`src/rtl/cpu_reg_package.sv`:
```
// Shared bus widths and register-window offsets for the module-side responder.
package cpu_reg_package;
  localparam int address_width = 16;
  localparam int data_width    = 32;

  localparam logic [2:0] RESP_CTRL_OFS     = 3'd0;
  localparam logic [2:0] RESP_STATUS_OFS   = 3'd1;
  localparam logic [2:0] RESP_EVENT_OFS    = 3'd2;
  localparam logic [2:0] RESP_IRQ_MASK_OFS = 3'd3;
  localparam logic [2:0] RESP_COUNT_LO_OFS = 3'd4;
  localparam logic [2:0] RESP_COUNT_HI_OFS = 3'd5;
  localparam logic [2:0] RESP_SCRATCH_OFS  = 3'd6;
  localparam logic [2:0] RESP_ID_OFS       = 3'd7;
  localparam int         RESP_WINDOW_WORDS = 8;
endpackage

```
`src/rtl/cdc_reg_responder_if.sv`:
```
// Pulsed single-cycle bus between the crossing (master) and a responder (slave).
interface cdc_reg_responder_if;
  import cpu_reg_package::*;
  logic                     we_i;
  logic [address_width-1:0] address_i;
  logic [data_width-1:0]    data_i;
  logic [data_width-1:0]    data_o;

  modport master (output we_i, output address_i, output data_i, input data_o);
  modport slave  (input we_i, input address_i, input data_i, output data_o);
endinterface

```
`src/rtl/resp_event_capture.sv`:
```
// Rising-edge event capture with write-1-to-clear (set wins) and registered masked IRQ.
module resp_event_capture #(
  parameter int NUM_EVENTS = 4
) (
  input  logic                  clk_i,
  input  logic                  reset_i,
  input  logic [NUM_EVENTS-1:0] i_event,
  input  logic                  i_clr_we,
  input  logic [NUM_EVENTS-1:0] i_clr_data,
  input  logic [NUM_EVENTS-1:0] i_mask,
  output logic [NUM_EVENTS-1:0] o_event,
  output logic                  o_irq
);
  logic [NUM_EVENTS-1:0] r_prev;
  logic [NUM_EVENTS-1:0] r_event;
  logic                  r_irq;
  logic [NUM_EVENTS-1:0] w_set;
  logic [NUM_EVENTS-1:0] w_clr;

  always_comb begin
    w_set = i_event & ~r_prev;
    if (i_clr_we) begin
      w_clr = i_clr_data;
    end else begin
      w_clr = '0;
    end
  end

  // Set is OR-ed after the clear so a same-cycle edge survives the W1C.
  always_ff @(posedge clk_i or posedge reset_i) begin
    if (reset_i) begin
      r_prev  <= '0;
      r_event <= '0;
      r_irq   <= 1'b0;
    end else begin
      r_prev  <= i_event;
      r_event <= (r_event & ~w_clr) | w_set;
      r_irq   <= |(r_event & i_mask);
    end
  end

  assign o_event = r_event;
  assign o_irq   = r_irq;
endmodule

```
`src/rtl/cdc_reg_responder.sv`:
```
// Destination-domain register responder decoding the crossing's pulsed bus.
// Optional free-running 2-word counter enabled by CDC_RESP_COUNTER_EN.
module cdc_reg_responder
  import cpu_reg_package::*;
#(
  parameter logic [address_width-1:0] BASE_ADDRESS = 16'h9000,
  parameter logic [data_width-1:0]    CTRL_RESET   = '0,
  parameter logic [31:0]              ID_VALUE     = 32'hC0DE_0001,
  parameter int                       NUM_EVENTS   = 4
) (
  input  logic                  clk_i,
  input  logic                  reset_i,
  cdc_reg_responder_if.slave    bus,
  output logic [data_width-1:0] ctrl_o,
  input  logic [data_width-1:0] status_i,
  input  logic [NUM_EVENTS-1:0] event_i,
  output logic                  irq_o
);
  localparam logic [data_width-1:0] LP_ID = data_width'(ID_VALUE);

  // The idle bus is all-zero, so a zero base would decode idle as a CTRL read.
  if (BASE_ADDRESS == '0) begin : g_bad_base
    $error("cdc_reg_responder: BASE_ADDRESS must be nonzero");
  end
  if (NUM_EVENTS < 1 || NUM_EVENTS > data_width) begin : g_bad_events
    $error("cdc_reg_responder: NUM_EVENTS out of range");
  end

  logic [address_width-1:0] w_ofs_full;
  logic [2:0]               w_ofs;
  logic                     w_hit;
  logic                     w_wr;
  logic                     w_rd;
  logic [data_width-1:0]    w_rdata;
  logic [data_width-1:0]    w_count_lo;
  logic [data_width-1:0]    w_count_hi;
  logic [NUM_EVENTS-1:0]    w_event;

  logic [data_width-1:0]    r_data_o;
  logic [data_width-1:0]    r_ctrl;
  logic [data_width-1:0]    r_status;
  logic [data_width-1:0]    r_mask;
  logic [data_width-1:0]    r_scratch;

  // Unsigned wrap makes addresses below the base fall outside the window too.
  assign w_ofs_full = bus.address_i - BASE_ADDRESS;
  assign w_hit      = (w_ofs_full < address_width'(RESP_WINDOW_WORDS));
  assign w_ofs      = w_ofs_full[2:0];
  assign w_wr       = w_hit & bus.we_i;
  assign w_rd       = w_hit & ~bus.we_i;

`ifdef CDC_RESP_COUNTER_EN
  logic [2*data_width-1:0] r_count;
  logic [data_width-1:0]   r_shadow;

  // LO read latches the matching high word so a later HI read is coherent.
  always_ff @(posedge clk_i or posedge reset_i) begin
    if (reset_i) begin
      r_count  <= '0;
      r_shadow <= '0;
    end else if (w_wr && w_ofs == RESP_COUNT_LO_OFS) begin
      r_count  <= '0;
      r_shadow <= '0;
    end else begin
      r_count <= r_count + (2*data_width)'(1);
      if (w_rd && w_ofs == RESP_COUNT_LO_OFS) begin
        r_shadow <= r_count[2*data_width-1:data_width];
      end else begin
        r_shadow <= r_shadow;
      end
    end
  end

  assign w_count_lo = r_count[data_width-1:0];
  assign w_count_hi = r_shadow;
`else
  assign w_count_lo = '0;
  assign w_count_hi = '0;
`endif

  resp_event_capture #(.NUM_EVENTS(NUM_EVENTS)) u_events (
    .clk_i      (clk_i),
    .reset_i    (reset_i),
    .i_event    (event_i),
    .i_clr_we   (w_wr && (w_ofs == RESP_EVENT_OFS)),
    .i_clr_data (bus.data_i[NUM_EVENTS-1:0]),
    .i_mask     (r_mask[NUM_EVENTS-1:0]),
    .o_event    (w_event),
    .o_irq      (irq_o)
  );

  always_comb begin
    w_rdata = '0;
    case (w_ofs)
      RESP_CTRL_OFS:     w_rdata = r_ctrl;
      RESP_STATUS_OFS:   w_rdata = r_status;
      RESP_EVENT_OFS:    w_rdata = data_width'(w_event);
      RESP_IRQ_MASK_OFS: w_rdata = r_mask;
      RESP_COUNT_LO_OFS: w_rdata = w_count_lo;
      RESP_COUNT_HI_OFS: w_rdata = w_count_hi;
      RESP_SCRATCH_OFS:  w_rdata = r_scratch;
      RESP_ID_OFS:       w_rdata = LP_ID;
      default:           w_rdata = '0;
    endcase
  end

  // Return data is valid for exactly the cycle after a read strobe, else zero.
  always_ff @(posedge clk_i or posedge reset_i) begin
    if (reset_i) begin
      r_data_o  <= '0;
      r_ctrl    <= CTRL_RESET;
      r_status  <= '0;
      r_mask    <= '0;
      r_scratch <= '0;
    end else begin
      r_data_o <= w_rd ? w_rdata : '0;
      r_status <= status_i;
      if (w_wr) begin
        case (w_ofs)
          RESP_CTRL_OFS:     r_ctrl    <= bus.data_i;
          RESP_IRQ_MASK_OFS: r_mask    <= bus.data_i;
          RESP_SCRATCH_OFS:  r_scratch <= bus.data_i;
          default:           r_ctrl    <= r_ctrl;
        endcase
      end else begin
        r_ctrl <= r_ctrl;
      end
    end
  end

  assign bus.data_o = r_data_o;
  assign ctrl_o     = r_ctrl;
endmodule

```
`src/flat_wrapper.sv`:
```
// flat-port wrapper written by rule: the top's interface ports become plain ports
module cdc_reg_responder_flat import cpu_reg_package::*;
#(
  parameter logic [address_width-1:0] BASE_ADDRESS = 16'h9000,
  parameter logic [data_width-1:0]    CTRL_RESET   = '0,
  parameter logic [31:0]              ID_VALUE     = 32'hC0DE_0001,
  parameter int                       NUM_EVENTS   = 4
)
  (clk_i, reset_i, ctrl_o, status_i, event_i, irq_o, bus_we_i, bus_address_i, bus_data_i, bus_data_o);
  cdc_reg_responder_if bus_i ();
  input  logic clk_i;
  input  logic reset_i;
  output logic [data_width-1:0] ctrl_o;
  input  logic [data_width-1:0] status_i;
  input  logic [NUM_EVENTS-1:0] event_i;
  output logic irq_o;
  input wire logic [$bits(bus_i.we_i)-1:0] bus_we_i;
  input wire logic [$bits(bus_i.address_i)-1:0] bus_address_i;
  input wire logic [$bits(bus_i.data_i)-1:0] bus_data_i;
  output wire logic [$bits(bus_i.data_o)-1:0] bus_data_o;
  assign bus_i.we_i = bus_we_i;
  assign bus_i.address_i = bus_address_i;
  assign bus_i.data_i = bus_data_i;
  assign bus_data_o = bus_i.data_o;
  cdc_reg_responder #(.BASE_ADDRESS(BASE_ADDRESS), .CTRL_RESET(CTRL_RESET), .ID_VALUE(ID_VALUE), .NUM_EVENTS(NUM_EVENTS)) u_core (.clk_i(clk_i), .reset_i(reset_i), .bus(bus_i), .ctrl_o(ctrl_o), .status_i(status_i), .event_i(event_i), .irq_o(irq_o));
endmodule
```
`config.mk`:
```
export PLATFORM = sky130hd
export DESIGN_NAME = cdc_reg_responder_flat
export DESIGN_NICKNAME = d
export VERILOG_FILES = /design/src/rtl/cpu_reg_package.sv /design/src/rtl/cdc_reg_responder_if.sv /design/src/rtl/resp_event_capture.sv /design/src/rtl/cdc_reg_responder.sv /design/src/flat_wrapper.sv
export SDC_FILE = /design/constraint.sdc
export NUM_CORES = 1
export LEC_CHECK = 0
export ABC_AREA = 1
export BUFFER_PORTS_ARGS = -buffer_cell sky130_fd_sc_hd__buf_2
export CAP_MARGIN = 40
export CORE_MARGIN = 3
export CORE_UTILIZATION = 40
export CTS_BUF_LIST = sky130_fd_sc_hd__clkbuf_4 sky130_fd_sc_hd__clkbuf_8 sky130_fd_sc_hd__clkbuf_16
export CTS_CLUSTER_DIAMETER = 50
export CTS_CLUSTER_SIZE = 25
export DETAILED_ROUTE_END_ITERATION = 6
export HOLD_SLACK_MARGIN = 0.06
export SLEW_MARGIN = 20
export SYNTH_ARGS = -nofsm -noshare
export SYNTH_HDL_FRONTEND = slang
export SYNTH_SLANG_ARGS = --single-unit
```
`constraint.sdc`:
```
create_clock -name clk_i -period 8.4 [get_ports clk_i]
set_input_delay 2.1 -clock clk_i [delete_from_list [all_inputs] [get_ports clk_i]]
set_output_delay 2.1 -clock clk_i [all_outputs]
set_load 0.02 [all_outputs]
```
-- Word level (Yosys, flattened, before mapping)
Cells that the tools add are included.
- register bits: 169
- input port bits: 87
- output and inout port bits: 65
- word-level logic and storage cells: 36
- add/sub/neg operators: 1
- order comparisons: 1
- equality and inequality tests: 7
- muxes and demuxes: 3
- bitwise gates (word level): 9
- reduce and logical (&&, ||, !) cells: 7
- operator list (cell ; count):
    $pmux W32 S7 ; 1
    $mux W32 ; 1
    $lt A16 B4 Y1 const B ; 1
    $sub A16 B16 Y16 const B ; 1
    $and A4 B4 Y4 ; 3
    $eq A3 B3 Y1 const B ; 4
    $not A4 Y4 ; 2
    $eq A3 B2 Y1 const B ; 2
    $reduce_and A2 Y1 ; 3
    $mux W4 ; 1
    $or A4 B4 Y4 ; 1
    $reduce_or A4 Y1 ; 1
    $eq A3 B1 Y1 const B ; 1
    $logic_not A3 Y1 ; 1
    $and A1 B1 Y1 ; 2
    $reduce_or A2 Y1 ; 1
    $logic_and A1 B1 Y1 ; 1
    $not A1 Y1 ; 1

-- Depth between registers and ports, before layout
- depth after elaboration: 8
- gate-level depth with buffers: 8
- gate-level depth less buffers: 8

-- Cells and area by module
Synthesis repeated with hierarchy kept, for this count alone.
- cell total of the unflattened synthesis: 833
- area, all modules: 7328.3 um^2
- by module, submodules not included (module ; instances ; cells an instance ; area each (um^2) ; sequential area each (um^2)):
    cdc_reg_responder ; 1 ; 798 ; 7000.5 ; 4003.8
    resp_event_capture ; 1 ; 35 ; 327.8 ; 225.2

-- Worst setup path after synthesis
No wires, ideal clock.
- kind: in2reg
- start: input bus_address_i[10]
- end: register u_core.r_mask[0]
- library setup time: 117 ps
- data arrival time: 2982 ps
- data required time: 8283 ps
- path slack: 5301 ps
- stages: 7
- buffers on the path: 1
- cells stage by stage: nor2_1 nand4_1 nor2_4 nand3_1 buf_2 nand2_1 nand2_1
- cells in the longest elaborated chain, start to end: 4
- RTL lines (element ; RTL line ; RTL):
    start: declaration ; flat_wrapper.sv:18 ; input wire logic [$bits(bus_i.address_i)-1:0] bus_address_i;
    $sub A16 B16 Y16 ; cdc_reg_responder.sv:46 ; assign w_ofs_full = bus.address_i - BASE_ADDRESS;
    $lt A16 B4 Y1 ; cdc_reg_responder.sv:47 ; assign w_hit = (w_ofs_full < address_width'(RESP_WINDOW_WORDS));
    $and A1 B1 Y1 ; cdc_reg_responder.sv:49 ; assign w_wr = w_hit & bus.we_i;
    $reduce_and A2 Y1 (no line) ; - ;
    end signal: assignment ; cdc_reg_responder.sv:121 ; RESP_IRQ_MASK_OFS: r_mask <= bus.data_i;
    end: declaration ; cdc_reg_responder.sv:42 ; logic [data_width-1:0] r_mask;
Every way passes these cells.
A chain may end at the register's enable or synchronous reset.

-- Worst setup path after layout
- start: input bus_address_i[0]
- end: register u_core.r_ctrl[19], in the netlist u_core.ctrl_o[19]
- cells in the longest elaborated chain, start to end: 4
- elaborated cells between the ends (all ways): 5
- those cells by class: 1 x add/sub; 1 x order compare; 1 x bitwise; 2 x reduce/logical
- RTL lines (element ; RTL line ; RTL):
    $sub A16 B16 Y16 (*) ; cdc_reg_responder.sv:46 ;
    $lt A16 B4 Y1 ; cdc_reg_responder.sv:47 ;
    $and A1 B1 Y1 ; cdc_reg_responder.sv:49 ;
    $reduce_and A2 Y1 (no line) (*) ; - ;
    end signal: assignment ; cdc_reg_responder.sv:120 ; RESP_CTRL_OFS: r_ctrl <= bus.data_i;
    end signal: assignment ; cdc_reg_responder.sv:123 ; default: r_ctrl <= r_ctrl;
    end signal: assignment ; cdc_reg_responder.sv:126 ; r_ctrl <= r_ctrl;
    end: declaration ; cdc_reg_responder.sv:40 ; logic [data_width-1:0] r_ctrl;
Mark *: on every way between the ends. The rest lies on a longest branch, timed or not.

==> results by group <==
Outcome
  – Status: finished clean

Synthesis
  – Post-synthesis register bit count: 169
  – Post-Syn Nets: 889
  – Synth async-reset ratio: 1.00
  – Number of synthesized flops with an enable pin: 0
  – Avg Synthesized Cell Area: 8.94 µm²
  – Yosys cell types: 23
  – Syn Inst Count: 802
  – Synth Flop Type: dfrtp_1
  – Most frequent cell after synthesis: nand2_1
  – Sequential-to-total area share from yosys stat: 0.590
  – Synth Warn #: 0
  – Cell taking the most area after synthesis: dfrtp_1
  – Synth top cells by count: nand2_1 (293), dfrtp_1 (169), nand4_1 (102), nor2_1 (54), o21ai_0 (31)
  – Post-Syn Area: between 0.007 and 0.008 mm²
  – Top-area cell type share of the netlist area: 0.590
  – Synth top area cells: dfrtp_1 (59%), nand2_1 (15%), nand4_1 (8.9%)

STA
  – Worst-margin pin slew: 804 ps
  – Fin Setup TNS: 0 ps
  – Final hold violation count: 0
  – Final WS setup: approximately 4600 ps
  – Slew Viols, Final: 0
  – Final min period: 3810 ps
  – Max_slew headroom: 0.464
  – Final Setup Violations: 0
  – Final period util: 0.454
  – Clock skew: 7.93 ps
  – Fmax achieved: around 0.26 GHz
  – RSZ-0062 raised after global routing: false

Hold path
  – Min-delay src: u_core.r_scratch[20]
  – Hold path cells: 2
  – HP Class: reg -> reg
  – WHS Endpoint: u_core.r_scratch[20]

Detailed routing
  – First DRT Iteration DRCs: about 450
  – Total Wirelength: between 15000 and 20000 µm
  – Final ANT Viol Nets: 0
  – DR WL/cell: between 15 and 20 µm
  – Remaining DRCs: 0
  – Vias/cell: about 5.1
  – Vias: about 6000
  – Drt first pass iters: 5

Place
  – Place WS: around 4000 ps
  – DP Area: roughly 0.0081 mm²
  – Routability cong.: 0.809
  – Port bufs: 151
  – Post-DP HPWL: 12000 µm

Setup path
  – Worst EP arrival: 4120 ps
  – Reg-to-Reg End: u_core.bus.data_o[28]
  – Critical Path Source Type: input pin
  – Critical path class: in -> reg
  – Crit path max fanout: 23
  – Crit end category: register
  – Req. time, crit path: around 8700 ps
  – Crit path launch: bus_address_i[0]
  – RR Startpoint: u_core.r_status[28]
  – Worst Reg-to-Reg Cells: 4
  – FF-to-FF setup slack: between 7000 and 8000 ps

Clock network
  – CTS tree: yes
  – Clock Latency Late Sink: between 400 and 500 ps
  – Clock sinks: approximately 170
  – Htree depth: 4
  – Postcts setup bufs: 0
  – Hold-fix buffers, CTS: 0
  – Max clock buf depth: 2
  – Clk slew on worst S/H paths: around 60 ps
  – CTS-repair resized insts: 0
  – CTS buffer count: 17
  – Clk Tree Root Cell: clkbuf_16

Global route
  – Grt met2 use: 0.315
  – M3 GR Usage: 0.0536
  – First-pass GRT wire length: about 32000 µm
  – Gr usage total: 0.202
  – Largest net degree at the start of global routing: 80
  – Global route hottest layer: met2
  – GRT overflow: 0
  – Initial antenna violation count: 2
  – Routing usage on met1: 0.283
  – Vias in the first global route: 5885

Floorplan
  – Die W: around 140 µm
  – # rows: between 40 and 50
  – Core area: about 0.017 mm²
  – Die Ht: between 100 and 150 µm
  – IO Pins: 152
  – Starting density of the core: 0.412
  – Die area: roughly 0.02 mm²

Final layout
  – Filler cells: 1660
  – Multi-input logic area: between 0.002 and 0.003 mm²
  – Share of cells above drive strength 1: 0.239
  – Area grow syn2layout: 22.7%
  – Fin nets: 1018
  – Reg area: roughly 0.0042 mm²
  – Finished Cell Area: a little under 0.009 mm²

Run
  – Max-capacitance violation count: 0

Pwr
  – Worst vdd ir: ~0.17 mV
  – Leak: between 4 and 5 nW
  – P per Cell Area: just under 200 mW/mm²
==> final cells by class <==
type,instances,share of cell area
Antenna cell,1,0.000284
Multi-Input combinational cell,548,0.291
Clock buffer,20,0.0523
Tap cell,225,0.0320
Clock inverter,11,0.0168
Sequential cell,169,0.480
Timing Repair Buffer,165,0.114
Inverter,30,0.0134
==> registers in the layout, summed over array words and instances, names as in the netlist <==
name and flops:
u_core.bus.data_o 32, u_core.ctrl_o 32, u_core.r_mask 32, u_core.r_scratch 32, u_core.r_status 32, u_core.u_events.o_event 4
u_core.u_events.o_irq 1, u_core.u_events.r_prev 4
==> kinds of logic (layout without fill, tap and decap cells) <==
logic type	count (synthesis)	after routing	share of synthesized area
other	0	1	0
and+or+nand+nor	493	493	0.317
DFF	169	169	0.590
AOI/OAI and AO/OA	55	55	0.0389
buffers and inverters	85	226	0.0548
==> stage by stage <==
| step | hold WS (ps) | std cells | power (mW) | utilization |
|---|---|---|---|---|
| detailed placement | 458 | 1135 | 0.940 | 0.467 |
| global placement | 454 | 1129 | 0.937 | 0.459 |
| floorplan | 442 | 802 | 0.890 | - |
| finish | 470 | 1169 | 1.73 | 0.505 |
| global route | 485 | 1169 | 1.80 | 0.505 |
| CTS | 473 | 1166 | 1.75 | 0.502 |
==> metal layers <==
layer,part of all wire,vias up
met5,0.00067,-
met3,0.059,21
met4,0.015,2
met1,0.46,2898
met2,0.47,170
li1,-,2922
==> worst max path at each step <==
stage                            to  slack (ps)  cells after the start
2_1_floorplan  u_core.bus.data_o[0]        1720                      1
3_3_place_gp      u_core.ctrl_o[26]        3430                      7
3_5_place_dp       u_core.ctrl_o[3]        3930                      9
4_1_cts            u_core.ctrl_o[3]        4370                      9
5_1_grt            u_core.ctrl_o[4]        4390                     10
6_report          u_core.ctrl_o[19]        4590                     10
==> placed cells by master (no fill, tap or decap), types with 2 or more instances in the layout <==
| cell | netlist | final |
|---|---|---|
| a21oi_1 | 21 | 21 |
| nand2_2 | 2 | 2 |
| buf_4 | 5 | 7 |
| clkbuf_16 | 0 | 17 |
| clkinv_2 | 0 | 2 |
| nand2_1 | 293 | 293 |
| nand3_1 | 6 | 4 |
| dfrtp_1 | 169 | 169 |
| clkinv_1 | 2 | 2 |
| clkinv_4 | 0 | 2 |
| nand3_2 | 3 | 5 |
| clkinvlp_4 | 0 | 4 |
| inv_1 | 26 | 25 |
| buf_16 | 0 | 6 |
| nor3_1 | 14 | 14 |
| inv_2 | 2 | 2 |
| o22ai_1 | 3 | 3 |
| nor2_1 | 54 | 54 |
| nand4_1 | 102 | 102 |
| o21ai_0 | 31 | 31 |
| clkbuf_8 | 0 | 2 |
| nor3_2 | 17 | 17 |
| buf_2 | 29 | 150 |
| bufinv_16 | 0 | 3 |
==> report_power, final <==
group          switching [mW]  total (mW)  leakage [nW]  internal [mW]
combinational          0.0703      0.0990          2.31         0.0287
clock                   0.318       0.803         0.288          0.485
sequential            0.00311       0.826          2.26          0.823
==> critical path: stages <==
cell     delay [ps]
buf_2           120
inv_1           340
buf_8           220
nand2_2         220
buf_16          250
inv_1            90
nand3_2         320
buf_16          320
nand2_1          70
nand2_1          50
Note: power is estimated with default switching activity, not from simulation.
